$ cat src/rtl/rc4_pkg.sv
// Shared types and constants for the RC4 decrypt datapath and its neighbours.
package rc4_pkg;

    localparam int MSG_LEN_DEFAULT = 32;

    localparam logic [7:0] CHAR_SPACE = 8'h20;
    localparam logic [7:0] CHAR_A_LO  = 8'h61;
    localparam logic [7:0] CHAR_Z_LO  = 8'h7A;

    typedef enum logic [3:0] {
        IDLE,
        INC_I,
        RD_SI,
        W_SI,
        CAP_SI,
        RD_SJ,
        W_SJ,
        CAP_SJ,
        WR_SI,
        WR_SJ,
        RD_F,
        W_F,
        CAP_F,
        WR_DEC,
        DONE
    } dec_state_t;

endpackage

$ cat src/rtl/rc4_char_check.sv
// Flags a byte as plausible plaintext: a space or a lowercase ASCII letter.
module rc4_char_check
    import rc4_pkg::*;
(
    input  logic [7:0] char_in,
    output logic       valid
);

    // Pure range test, shared with the key-search controller.
    always_comb begin
        valid = (char_in == CHAR_SPACE) ||
                ((char_in >= CHAR_A_LO) && (char_in <= CHAR_Z_LO));
    end

endmodule

$ cat src/rtl/rc4_decrypt_loop.sv
// RC4 PRGA + XOR decrypt: walks the scheduled S permutation, XORs each
// keystream byte with the encrypted ROM and writes the result to RAM.
module rc4_decrypt_loop
    import rc4_pkg::*;
#(
    parameter int MSG_LEN   = MSG_LEN_DEFAULT,
    parameter int READ_WAIT = 2
)(
    input  logic       clk,
    input  logic       reset,
    input  logic       start_flag,
    output logic       done_flag,
    output logic       msg_valid,
    output logic [7:0] s_address,
    output logic [7:0] s_data,
    input  logic [7:0] s_data_read,
    output logic       s_wren,
    output logic [7:0] rom_address,
    input  logic [7:0] rom_data,
    output logic [7:0] dec_address,
    output logic [7:0] dec_data,
    output logic       dec_wren
);

    localparam int WAIT_W = (READ_WAIT > 1) ? $clog2(READ_WAIT) : 1;
    localparam logic [WAIT_W-1:0] WAIT_LAST = WAIT_W'((READ_WAIT > 0) ? READ_WAIT - 1 : 0);
    localparam logic [8:0] MSG_LEN_K = 9'(MSG_LEN);

    dec_state_t        state;
    logic [7:0]        i;
    logic [7:0]        j;
    logic [7:0]        si;
    logic [7:0]        sj;
    logic [7:0]        f;
    logic [7:0]        enc;
    logic [8:0]        k;
    logic [WAIT_W-1:0] wait_cnt;
    logic              valid_acc;
    logic [7:0]        dec_byte;
    logic              byte_ok;

    assign dec_byte = f ^ enc;

    rc4_char_check u_char_check (
        .char_in (dec_byte),
        .valid   (byte_ok)
    );

    // Single FSM: sequences reads/swap/keystream fetch per byte, all outputs registered.
    always_ff @(posedge clk) begin
        if (reset || !start_flag) begin
            state       <= IDLE;
            i           <= 8'd0;
            j           <= 8'd0;
            si          <= 8'd0;
            sj          <= 8'd0;
            f           <= 8'd0;
            enc         <= 8'd0;
            k           <= 9'd0;
            wait_cnt    <= '0;
            valid_acc   <= 1'b1;
            s_address   <= 8'd0;
            s_data      <= 8'd0;
            s_wren      <= 1'b0;
            rom_address <= 8'd0;
            dec_address <= 8'd0;
            dec_data    <= 8'd0;
            dec_wren    <= 1'b0;
            done_flag   <= 1'b0;
            msg_valid   <= 1'b0;
        end else begin
            s_wren   <= 1'b0;
            dec_wren <= 1'b0;
            case (state)
                IDLE: begin
                    state <= INC_I;
                end
                INC_I: begin
                    i           <= i + 8'd1;
                    rom_address <= k[7:0];
                    state       <= RD_SI;
                end
                RD_SI: begin
                    s_address <= i;
                    state     <= (READ_WAIT == 0) ? CAP_SI : W_SI;
                end
                W_SI: begin
                    if (wait_cnt == WAIT_LAST) begin
                        wait_cnt <= '0;
                        state    <= CAP_SI;
                    end else begin
                        wait_cnt <= wait_cnt + 1'b1;
                    end
                end
                CAP_SI: begin
                    si    <= s_data_read;
                    j     <= j + s_data_read;
                    state <= RD_SJ;
                end
                RD_SJ: begin
                    s_address <= j;
                    state     <= (READ_WAIT == 0) ? CAP_SJ : W_SJ;
                end
                W_SJ: begin
                    if (wait_cnt == WAIT_LAST) begin
                        wait_cnt <= '0;
                        state    <= CAP_SJ;
                    end else begin
                        wait_cnt <= wait_cnt + 1'b1;
                    end
                end
                CAP_SJ: begin
                    sj    <= s_data_read;
                    state <= WR_SI;
                end
                WR_SI: begin
                    s_address <= i;
                    s_data    <= sj;
                    s_wren    <= 1'b1;
                    state     <= WR_SJ;
                end
                WR_SJ: begin
                    s_address <= j;
                    s_data    <= si;
                    s_wren    <= 1'b1;
                    state     <= RD_F;
                end
                RD_F: begin
                    s_address <= si + sj;
                    state     <= (READ_WAIT == 0) ? CAP_F : W_F;
                end
                W_F: begin
                    if (wait_cnt == WAIT_LAST) begin
                        wait_cnt <= '0;
                        state    <= CAP_F;
                    end else begin
                        wait_cnt <= wait_cnt + 1'b1;
                    end
                end
                CAP_F: begin
                    f     <= s_data_read;
                    enc   <= rom_data;
                    state <= WR_DEC;
                end
                WR_DEC: begin
                    dec_address <= k[7:0];
                    dec_data    <= dec_byte;
                    dec_wren    <= 1'b1;
                    valid_acc   <= valid_acc & byte_ok;
                    k           <= k + 9'd1;
                    state       <= ((k + 9'd1) == MSG_LEN_K) ? DONE : INC_I;
                end
                DONE: begin
                    done_flag <= 1'b1;
                    msg_valid <= valid_acc;
                end
                default: begin
                    state <= IDLE;
                end
            endcase
        end
    end

endmodule

$ cat config.mk
export PLATFORM = sky130hd
export DESIGN_NAME = rc4_decrypt_loop
export DESIGN_NICKNAME = d
export VERILOG_FILES = /design/src/rtl/rc4_pkg.sv /design/src/rtl/rc4_char_check.sv /design/src/rtl/rc4_decrypt_loop.sv
export SDC_FILE = /design/constraint.sdc
export NUM_CORES = 1
export LEC_CHECK = 0
export CORE_ASPECT_RATIO = 0.5
export CORE_MARGIN = 10
export CORE_UTILIZATION = 50
export DETAILED_ROUTE_END_ITERATION = 16
export PLACE_DENSITY = 0.69
export SYNTH_ARGS = -nofsm -noshare
export SYNTH_HDL_FRONTEND = slang
export SYNTH_SLANG_ARGS = --single-unit
$ cat constraint.sdc
create_clock -name clk -period 2.2 [get_ports clk]
set_input_delay 0.33 -clock clk [delete_from_list [all_inputs] [get_ports clk]]
set_output_delay 0.33 -clock clk [all_outputs]
set_load 0.02 [all_outputs]
==> metrics.md <==
| Metric | Value |
|---|---|
| DR WL/cell | `15.6 µm` |
| Min cycle time layout | `2.00 ns` |
| Register bit total from synthesis | `107` |
| Design area | `0.00633 mm²` |
| IO Count | `63` |
| Leak pwr | `0.00223 µW` |
| Worst Path Arrival | `2.25 ns` |
| VDD IR max | `0.438 mV` |
| Initial DRT Pass Iterations | `4` |
| Post-CTS setup buffer count | `0` |
| Via count | `4499` |
| DIE WIDTH | `163 µm` |
| Core area | `0.00970 mm²` |
| Worst path cell trace | `ha_1 > fa_1 > a211oi_2 > o21bai_1 > a21oi_1 > o22ai_1 > a41o_1` |
| Top reg by flops | `k` |
| Seq/Total Area, Yosys | `41.8%` |
| Max Slew Vio Count | `0` |
| Total track usage | `17.5%` |
| Buf/Inv on CP | `0` |
| Family with the most delay on the worst path | `compound AO/OA/AOI/OAI gates` |
| ANT cells | `0` |
| Htree depth | `3` |
| Max Freq | `500 MHz` |
| Clock slew at reported path FFs | `0.07 ns` |
| Syn_nets | `661` |
| DR DRC count | `0` |
| Net count, final | `723` |
| CTS Hold Bufs | `0` |
| P&R area growth vs syn | `23.6%` |
| Clock Sinks | `107` |
| WP data required | `2.45 ns` |
| Routed wire length | `12.9 mm` |
| Clock Skew | `0.00725 ns` |
| CP peak stage delay | `0.45 ns` |
| Worst setup EP type | `register` |
| HP Class | `register to register` |
| Initial core utilization | `52.8%` |
| Max-cap violations | `0` |
| Die area | `0.0149 mm²` |
| Synth Area per Inst | `8.22 µm²` |
| Hpwl dp | `9.52 mm` |
| Fill cells | `849` |
| Sequential cell area | `0.00214 mm²` |
| # port buffers | `62` |
| Outcome | `completed` |
| Worst Tran Pin Value | `0.697 ns` |
| Share of layout cells above drive strength 1 | `8.84%` |
| Largest net degree at the start of global routing | `32` |
| Vias in the first global route | `4243` |
| Post-synth EDFFs | `0` |
| Average vias per placed instance | `5.45` |
| Area taken by multi-input logic gates | `0.00276 mm²` |
| Synth cell types | `64` |
| Final setup viols | `0` |
| Final worst path period share | `90.9%` |
| Prevailing post-synth register cell | `dfxtp_1` |
| Clock Tree Buf Depth | `2` |
| Cts bufs inserted | `9` |
| Root buffer cell | `clkbuf_16` |
| Drt initial violations | `288` |
| Worst Setup Path Type | `register to register` |
| Final hold violation count | `0` |
| Synth warn | `0` |
| Pwr/cell area | `607 mW/mm²` |
| RSZ-0062 raised after global routing | `false` |
| Critical-path top delay cell | `fa_1` |
| Routed Antenna Nets | `0` |
| Ys async rst share | `0%` |
| Std cell rows | `25` |
| First-pass GRT wire length | `21.6 mm` |
| CP Launch Type | `register` |
| Crit-path max FO | `3` |
| Synthesized instance count | `623` |
| CTS tree | `built` |
| Initial antenna violation count | `0` |
| Setup TNS Final | `0 ns` |
| Clock latency on the worst-skew pair | `0.35 ns` |
| GRT overflow | `0` |
| Placement Cell Area | `0.00600 mm²` |
| Slew HR | `53.4%` |
| Die Span Y | `91.5 µm` |
| Max FFs per register | `9` |
| Post-Syn Area | `0.00512 mm²` |
| Placer Congestion | `0.895` |
layer usage:
metal	GRT usage, %	wire [µm]	up-vias
li1	-	-	2301
met1	24.9	6680	2100
met2	25.5	5450	90
met3	5.05	697	8
met4	3.43	84	0
met5	0	0	-
worst paths after layout:
kind / start / endpoint / slack, ns / depth (start not counted)
max: si[0]$_SDFFE_PP0P_ / s_address[6]$_SDFFE_PP0P_ / 0.20 / 7
min: rom_address[5]$_SDFFE_PP0P_ / rom_address[5]$_SDFFE_PP0P_ / 0.45 / 2
max reg2reg: si[0]$_SDFFE_PP0P_ / s_address[6]$_SDFFE_PP0P_ / 0.20 / 7
min reg2reg: rom_address[5]$_SDFFE_PP0P_ / rom_address[5]$_SDFFE_PP0P_ / 0.45 / 2
layout by cell type, fill, tap and decap left out, types with 5 or more instances in the layout:
master	n
a211oi_1	21
a21oi_1	66
a31oi_1	6
buf_4	30
clkbuf_16	9
clkdlybuf4s50_1	62
dfxtp_1	107
ha_1	17
inv_1	9
mux2i_1	11
nand2_1	123
nand2b_1	7
nand3_1	18
nand4_1	6
nor2_1	50
nor2b_1	7
nor3_1	9
o21ai_0	20
or3_1	5
xnor2_1	15
xor2_1	14
Yosys cell counts, drive strengths merged, types with 14 or more instances:
cell,count,area [µm²]
nor2,50,188
dfxtp,107,2140
nand3,18,90.1
buf,19,104
nand2,123,462
a21oi,66,330
xnor2,15,131
a211oi,22,165
clkbuf,25,93.8
xor2,14,123
ha,17,213
o21ai,20,100
stage by stage:
step	hold slack [ns]	setup WS, ns	total power, µW	std cells	util, %
4_1_cts	0.458	0.149	3870	825	65.2
2_1_floorplan	0.443	0.326	2070	623	-
5_1_grt	0.475	0.0135	3970	825	65.3
6_report	0.455	0.200	3840	825	65.3
3_3_place_gp	0.435	-0.0875	2170	809	61.9
3_5_place_dp	0.449	-0.120	2170	809	61.9
power breakdown:
part	leakage, µW	total (µW)	switching, µW	internal, µW
clock	0.000157	1710	774	939
sequential	0.000862	1950	6.89	1940
combinational	0.00121	180	96.5	84.0
tightest hold or removal path: cells and delay by family, from the launching register on:
family	cells	cell delay, ns
flip-flops	1	0.31
AND/OR/NAND/NOR	1	0.05
AO/OA/AOI/OAI	1	0.05
layout make-up:
cell class | count | area share, %
inverters | 9 | 0.534
clock buffers | 10 | 3.78
multi-input cells | 463 | 43.6
well taps | 135 | 2.67
flip-flops and latches | 107 | 33.8
clock inverters | 6 | 1.29
repair buffers | 95 | 14.3
cell families after synthesis:
family	count (synthesis)	share of synthesized area, %
XOR/XNOR	29	4.96
flip-flops	107	41.8
AND/OR/NAND/NOR	248	22.1
AO/OA/AOI/OAI	154	19.0
adder cells (fa/ha/maj)	20	5.13
multiplexers	12	2.37
buffers and inverters	53	4.52
repair_timing:
action | CTS | global route
gates resized for setup | 0 | 1
setup endpoints to repair | 0 | 1
endpoints found under the hold margin | 0 | 0
(Power assumes the default switching activity.)
